<file path="src/rtl/cic_cfg_seq.sv">
// Configuration and restart sequencer for a CIC filter: writes gain and rate
// registers, holds the filter in reset for RST_CYC cycles, then releases it.
module cic_cfg_seq #(
   parameter int unsigned RST_CYC = 40
) (
   input  logic        dclk,
   input  logic        rst,
   input  logic        req,
   input  logic        stop,
   input  logic        req_xmt,
   input  logic [15:0] req_gain,
   input  logic [11:0] req_rate,
   input  logic        req_nch,
   input  logic        ovf,
   output logic [15:0] cin,
   output logic [1:0]  cwr,
   output logic        cclk,
   output logic        xmt,
   output logic        frst,
   output logic        ce,
   output logic        busy,
   output logic        done,
   output logic        rej,
   output logic        ovf_flag
);

   typedef enum logic [2:0] {IDLE, C1L, C1H, C2L, C2H, CLR, HOLD, RUN} state_t;

   localparam logic [7:0] HOLD_LOAD = 8'(RST_CYC - 1);

   state_t      state;
   state_t      state_nx;
   logic [15:0] gain_l;
   logic [15:0] gain_nx;
   logic [11:0] rate_l;
   logic [11:0] rate_nx;
   logic        nch_l;
   logic        nch_nx;
   logic [7:0]  cnt;
   logic        accept;
   logic        ignore;

   // Next-state decode; stop overrides everything, including a same-cycle req.
   always_comb begin
      accept   = 1'b0;
      ignore   = 1'b0;
      state_nx = state;
      if (req && !stop) begin
         if (state == IDLE || state == RUN) begin
            accept = 1'b1;
         end else begin
            ignore = 1'b1;
         end
      end else begin
         accept = 1'b0;
         ignore = 1'b0;
      end
      if (stop) begin
         state_nx = IDLE;
      end else if (accept) begin
         state_nx = C1L;
      end else begin
         case (state)
            C1L:     state_nx = C1H;
            C1H:     state_nx = C2L;
            C2L:     state_nx = C2H;
            C2H:     state_nx = CLR;
            CLR:     state_nx = HOLD;
            HOLD:    state_nx = (cnt == 8'd0) ? RUN : HOLD;
            RUN:     state_nx = RUN;
            default: state_nx = IDLE;
         endcase
      end
      gain_nx = accept ? req_gain : gain_l;
      rate_nx = accept ? req_rate : rate_l;
      nch_nx  = accept ? req_nch  : nch_l;
   end

   // State, latched request and outputs, all derived from the next state so
   // that every output is a flop aligned with the state it describes.
   always_ff @(posedge dclk or posedge rst) begin
      if (rst) begin
         state    <= IDLE;
         gain_l   <= 16'h0000;
         rate_l   <= 12'h000;
         nch_l    <= 1'b0;
         cnt      <= 8'd0;
         cin      <= 16'h0000;
         cwr      <= 2'd0;
         cclk     <= 1'b0;
         xmt      <= 1'b0;
         frst     <= 1'b1;
         ce       <= 1'b0;
         busy     <= 1'b0;
         done     <= 1'b0;
         rej      <= 1'b0;
         ovf_flag <= 1'b0;
      end else begin
         state  <= state_nx;
         gain_l <= gain_nx;
         rate_l <= rate_nx;
         nch_l  <= nch_nx;
         if (accept) begin
            xmt <= req_xmt;
         end else begin
            xmt <= xmt;
         end
         // Load on HOLD entry so HOLD lasts exactly RST_CYC cycles.
         if (state_nx == HOLD && state != HOLD) begin
            cnt <= HOLD_LOAD;
         end else if (state == HOLD) begin
            cnt <= cnt - 8'd1;
         end else begin
            cnt <= cnt;
         end
         case (state_nx)
            C1L, C1H: begin
               cwr <= 2'd1;
               cin <= gain_nx;
            end
            C2L, C2H: begin
               cwr <= 2'd2;
               cin <= {nch_nx, 3'b000, rate_nx};
            end
            default: begin
               cwr <= 2'd0;
               cin <= 16'h0000;
            end
         endcase
         cclk <= (state_nx == C1H) || (state_nx == C2H);
         frst <= (state_nx != RUN);
         busy <= (state_nx != IDLE) && (state_nx != RUN);
         done <= (state == HOLD) && (state_nx == RUN);
         ce   <= (state == RUN && state_nx == RUN) ? ~ce : 1'b0;
         rej  <= ignore;
         if (accept) begin
            ovf_flag <= 1'b0;
         end else if (state == RUN && ovf) begin
            ovf_flag <= 1'b1;
         end else begin
            ovf_flag <= ovf_flag;
         end
      end
   end

endmodule
</file>
<file path="config.mk">
export PLATFORM = sky130hd
export DESIGN_NAME = cic_cfg_seq
export DESIGN_NICKNAME = d
export VERILOG_FILES = /design/src/rtl/cic_cfg_seq.sv
export SDC_FILE = /design/constraint.sdc
export NUM_CORES = 1
export LEC_CHECK = 0
export BUFFER_PORTS_ARGS = -buffer_cell sky130_fd_sc_hd__buf_2
export CORE_MARGIN = 2
export CORE_UTILIZATION = 25
export CTS_BUF_LIST = sky130_fd_sc_hd__clkbuf_4 sky130_fd_sc_hd__clkbuf_8 sky130_fd_sc_hd__clkbuf_16
export DETAILED_ROUTE_END_ITERATION = 10
export PLACE_DENSITY_LB_ADDON = 0.1
export SLEW_MARGIN = 15
export SYNTH_ARGS = -nofsm -noshare
export SYNTH_HDL_FRONTEND = slang
export SYNTH_SLANG_ARGS = --single-unit
</file>
<file path="constraint.sdc">
create_clock -name dclk -period 5.2 [get_ports dclk]
set_input_delay 0.52 -clock dclk [delete_from_list [all_inputs] [get_ports dclk]]
set_output_delay 0.52 -clock dclk [all_outputs]
set_load 0.1 [all_outputs]
</file>
### Word level (Yosys, flattened, before mapping)

Cells that the tools add are included.

| word-level totals | value |
|---|---|
| bits in registers | 66 |
| output and inout port bits | 26 |

| operators by class | value |
|---|---|
| add/sub/neg operators | 1 |
| equality and inequality tests | 15 |
| multiplexer cells | 18 |
| bitwise operators | 1 |
| reduce and logical (&&, ||, !) cells | 16 |

Operators by type and width:

| cell | count |
|---|---|
| case mux 16 bit (2 select lines) | 1 |
| == test 3 bit (second input constant) | 7 |
| case mux 3 bit (7 select lines) | 1 |
| two-way mux 16 bit | 1 |
| two-way mux 8 bit | 2 |
| == test 3 x 2 -> 1 bit (second input constant) | 4 |
| two-way mux 12 bit | 1 |
| two-way mux 1 bit | 9 |
| logical NOT 8 bit | 1 |
| subtractor 8 x 1 -> 8 bit (second input constant) | 1 |
| == test 3 x 1 -> 1 bit (second input constant) | 2 |
| logical AND 1 bit | 6 |
| two-way mux 3 bit | 2 |
| != test 3 bit (second input constant) | 2 |
| case mux 2 bit (2 select lines) | 1 |
| nonzero test 2 bit | 2 |
| OR reduction 2 bit | 2 |
| logical NOT 3 bit | 1 |
| nonzero test 3 bit | 1 |
| logical OR 1 bit | 2 |
| logical NOT 1 bit | 1 |
| inverter 1 bit | 1 |

### Longest topological paths before layout

| depth | value |
|---|---|
| word-level depth | 9 |
| depth in mapped cells | 6 |
| gate-level depth less buffers | 6 |

### Worst setup path after synthesis

OpenSTA, ideal clock, no wires.

| path | value |
|---|---|
| kind | input-to-reg |
| start point | input stop |
| end point | register cin[0] |
| library setup time | 0.126 ns |
| arrival time | 1.446 ns |
| setup slack | 3.628 ns |
| stages on the path | 4 |
| path buffers | 2 |
| cells stage by stage | clkbuf_1 > nor3b_2 > clkbuf_1 > a221o_1 |

| between the ends | value |
|---|---|
| longest elaborated chain between the ends | 8 |
| elaborated cells between the ends (all ways) | 14 |
| those cells by class | eq/ne (4); mux (6); reduce/logical (4) |

Ends and longest elaborated chain:

| item | RTL line | RTL |
|---|---|---|
| start: declaration | 9 | `input logic stop,` |
| logical NOT 1 bit | 48 | `if (req && !stop) begin` |
| logical AND 1 bit | 48 |  |
| two-way mux 1 bit | 48 |  |
| two-way mux 3 bit | 60 | `end else if (accept) begin` |
| two-way mux 3 bit | 58 | `if (stop) begin` |
| == test 3 bit, or another cell as far along | 116 | `case (state_nx)` |
| OR reduction 2 bit | 116 |  |
| case mux 16 bit (2 select lines) * | 116 |  |
| end signal: assignment | 119 | `cin <= gain_nx;` |
| end signal: assignment | 123 | `cin <= {nch_nx, 3'b000, rate_nx};` |
| end: declaration | 15 | `output logic [15:0] cin,` |

Every way passes the cells marked *; elsewhere a longest branch is shown, timed or not.
A chain may end at the register's enable or synchronous reset.

### Worst setup path after layout

| path | value |
|---|---|
| start point | register state[2] |
| end point | register cin[0] |

| between the ends | value |
|---|---|
| longest elaborated chain between the ends | 9 |
| elaborated cells between the ends (all ways) | 23 |
| those cells by class | eq/ne (11); mux (8); reduce/logical (4) |

Ends and longest elaborated chain:

| item | RTL line | RTL |
|---|---|---|
| start: declaration | 31 | `state_t state;` |
| start signal: assignment | 99 | `state <= state_nx;` |
| == test 3 bit / logical NOT 3 bit (equally long branches) | 49, 63 |  |
| logical OR 1 bit | 49 | `if (state == IDLE \|\| state == RUN) begin` |
| two-way mux 1 bit | 49 |  |
| two-way mux 1 bit | 48 |  |
| two-way mux 3 bit | 60 |  |
| two-way mux 3 bit | 58 |  |
| == test 3 bit, or another cell as far along | 116 |  |
| OR reduction 2 bit | 116 |  |
| case mux 16 bit (2 select lines) * | 116 |  |

Marked as above.

==> results_dict.tcl <==
set metrics [dict create \
    status "finished clean" \
    fillCellCount 1104 \
    design.core.area_mm2 0.01037 \
    drc 0 \
    r2r_slack_ns 3.10 \
    peakVddDrop_mv 0.1649 \
    die_w_um 107.7 \
    min_path_type "in -> reg" \
    antenna_found_initial 0 \
    cts-root-buf "clkbuf_8" \
    seqPwrFrac 0.418 \
    synth_edf_count 0 \
    cts_buffers 9 \
    cp_slowest_cell "dfrtp_1" \
    yosysUniqueCellTypes 41 \
    intPower_mw 1.174 \
    grt-ovfl-total 0 \
    grt_max_degree 67 \
    dpl.hpwl_um 3773 \
    drv_cap 0 \
    arrival_ns 2.32 \
    period_share 0.4048 \
    grt_use_total 0.1072 \
    cts_hold_buf 0 \
    power_frac_clock 0.279 \
    max_slew_margin 0.3548 \
    critPathLaunchType "flop" \
    via_count 1833 \
    cp_slowest_stage_delay_ns 0.56 \
    regToRegStartpoint "state[2]$_DFF_PP0_" \
    synth_area_leaders "dfrtp_1 61%, mux2_2 6.3%, a221o_1 4.8%, a21o_1 3.6%, nor2_1 3.1%" \
    multi_input_area_um2 927.1 \
    ys.flop_type "dfrtp_1" \
    power.leakage_nw 1.718 \
    port_buffers 60 \
    synth_commonest_cells "65 x dfrtp_1, 22 x nor2_1, 18 x inv_1, 15 x mux2_2" \
    cp-end-kind "flop" \
    drtIter0Drc 57 \
    required_ns 5.42 \
    crit_fanout 38 \
    n_antenna_cell 0 \
    routedWlPerCell_um 13.54 \
    ys_warn_count 0 \
    synthArstFlopShare 1.000 \
    clk_pin_slew_ns 0.07 \
    synth_seq_cells 66 \
    stdcell_area_mm2 0.003374 \
    cts_setup_buffers 0 \
    r2r_end "cin[0]$_DFF_PP0_" \
    initial_utilization 0.2590 \
    clkSinkCount 66 \
    dieArea_mm2 0.01159 \
    first_global_vias 1894 \
    synth_top_cell_by_area "dfrtp_1" \
    ctsHtreeMaxLevel 3 \
    pwr_density_cell_mw_per_mm2 555.8 \
    ant_nets 0 \
    rows 37 \
    worst_pin_slew_ns 0.9636 \
    min_period_ns 2.105 \
    fin_nets 316 \
    regArea_mm2 0.001653 \
    min_from "req_rate[3]" \
    grt_first_pass_wirelength_um 9418 \
    first_pass_iters 4 \
    place_area_mm2 0.003133 \
    postSynthCellCount 217 \
    skew_ns 0.007055 \
    tns_ns 0 \
    cts_buffer_depth 2 \
    cts_tree "yes" \
    die_y_um 107.7 \
    synth.top_cell.area_share 0.6055 \
    layout-drive-gt1-share 0.3509 \
    timing.fmax_mhz 475.1 \
    top_level_ports 61 \
    hold_viol 0 \
    area_growth_pct 25.62 \
    whs_endpoint "rate_l[3]$_DFF_PP0_" \
    via_per_inst 4.354 \
    synth_most_common_cell "dfrtp_1" \
    netlist_area_mm2 0.002686 \
    cp_cell_sequence "and3_1, o21ai_4, buf_4, nor2_1, a221o_1" \
    p_comb_frac 0.303 \
    postSynthNetCount 253 \
    reg2reg_depth 5 \
    p_switching_uw 701.2 \
    gp_congestion 0.6842 \
    rsz0062_at_grt "no" \
    path_class "reg -> reg" \
    yosysSeqAreaShare 0.6153 \
    clkLatencyLatePin_ns 0.33 \
    cts_resized 0 \
    slew_viol_final 0 \
    holdPathStages 2 \
    setup_viol 0 \
    syn_area_per_cell_um2 12.38 \
    routed_wl_um 5701 \
    p_sw_frac 0.3739 \
]
## logic make-up (layout without fill, tap and decap cells)
family	after synthesis	in the layout	share of synthesized area
multiplexers	20	20	0.08244
buffers and inverters	28	96	0.04285
AO/OA/AOI/OAI	43	43	0.1286
XOR/XNOR	1	1	0.003261
AND/OR/NAND/NOR	58	58	0.1230
adder cells (fa/ha/maj)	1	1	0.004657
flip-flops	66	66	0.6153
## power groups by stage
stage / combinational [mW] / sequential (mW) / clock, mW
4_1_cts: 0.578 / 0.786 / 0.540
2_1_floorplan: 0.220 / 1.03 / 0
3_5_place_dp: 0.578 / 0.796 / 0
6_report: 0.569 / 0.784 / 0.523
3_3_place_gp: 0.571 / 0.793 / 0
5_1_grt: 0.611 / 0.811 / 0.566
## state kept, by name (all words and copies together) (netlist names)
register	flops
cnt	8
state	3
done	1
rej	1
gain_l	16
nch_l	1
xmt	1
ce	1
frst	1
cwr	2
busy	1
rate_l	12
ovf_flag	1
cin	16
cclk	1
## final cells by class
cell class,count,share of cell area
multi-input combinational,123,0.2747
inverter,18,0.02002
clock buffer,11,0.04116
tap,136,0.05043
sequential,66,0.4898
timing repair buffer,62,0.09344
clock inverter,5,0.03040
## worst max-delay path by stage
stage                             startpoint           endpoint  slack, ns  cells past startpoint
after floorplan                          rst     busy$_DFF_PP0_       3.03                      1
after global placement    state[2]$_DFF_PP0_   cin[0]$_DFF_PP0_       3.08                      5
after detailed placement  state[2]$_DFF_PP0_   cin[0]$_DFF_PP0_       3.06                      5
after CTS                 state[2]$_DFF_PP0_  cin[11]$_DFF_PP0_       3.04                      5
after global routing      state[2]$_DFF_PP0_   cin[0]$_DFF_PP0_       2.91                      5
final                     state[2]$_DFF_PP0_   cin[0]$_DFF_PP0_       3.10                      5
## critical path, delay by kind of cell, from the launching register on
kind | cells | cell delay [ns]
compound gates | 2 | 0.55
simple gates | 2 | 0.43
flops | 1 | 0.56
buf+inv | 1 | 0.43
## metal layers
metal,routed length [um],GRT usage,vias to the layer above
li1,-,-,886
met1,2668,0.1456,901
met2,2653,0.1572,35
met3,263,0.02542,11
met4,115,0.05769,0
met5,0,0,-
## per-stage QoR
stage	hold slack (ns)	std cells	total power, mW	utilization	setup slack [ns]
floorplan	0.4508	217	1.251	-	3.027
global placement	0.4274	405	1.364	0.3021	3.083
detailed placement	0.4270	405	1.374	0.3021	3.060
global route	0.4006	421	1.988	0.3254	2.915
CTS	0.3974	421	1.905	0.3254	3.039
finish	0.4117	421	1.875	0.3254	3.095
## cells in the final DEF, fill, tap and decap left out, types with 3 or more instances in the layout
cell	n
dfrtp_1	65
buf_2	60
nor2_1	22
inv_1	17
mux2_2	15
a21o_1	13
a221o_1	13
clkbuf_8	9
a21oi_1	7
nand2_1	7
nor3_1	4
nor2b_1	4
nor3b_1	4
mux2i_1	3
bufinv_16	3
Power figures use the tool's default switching activity.
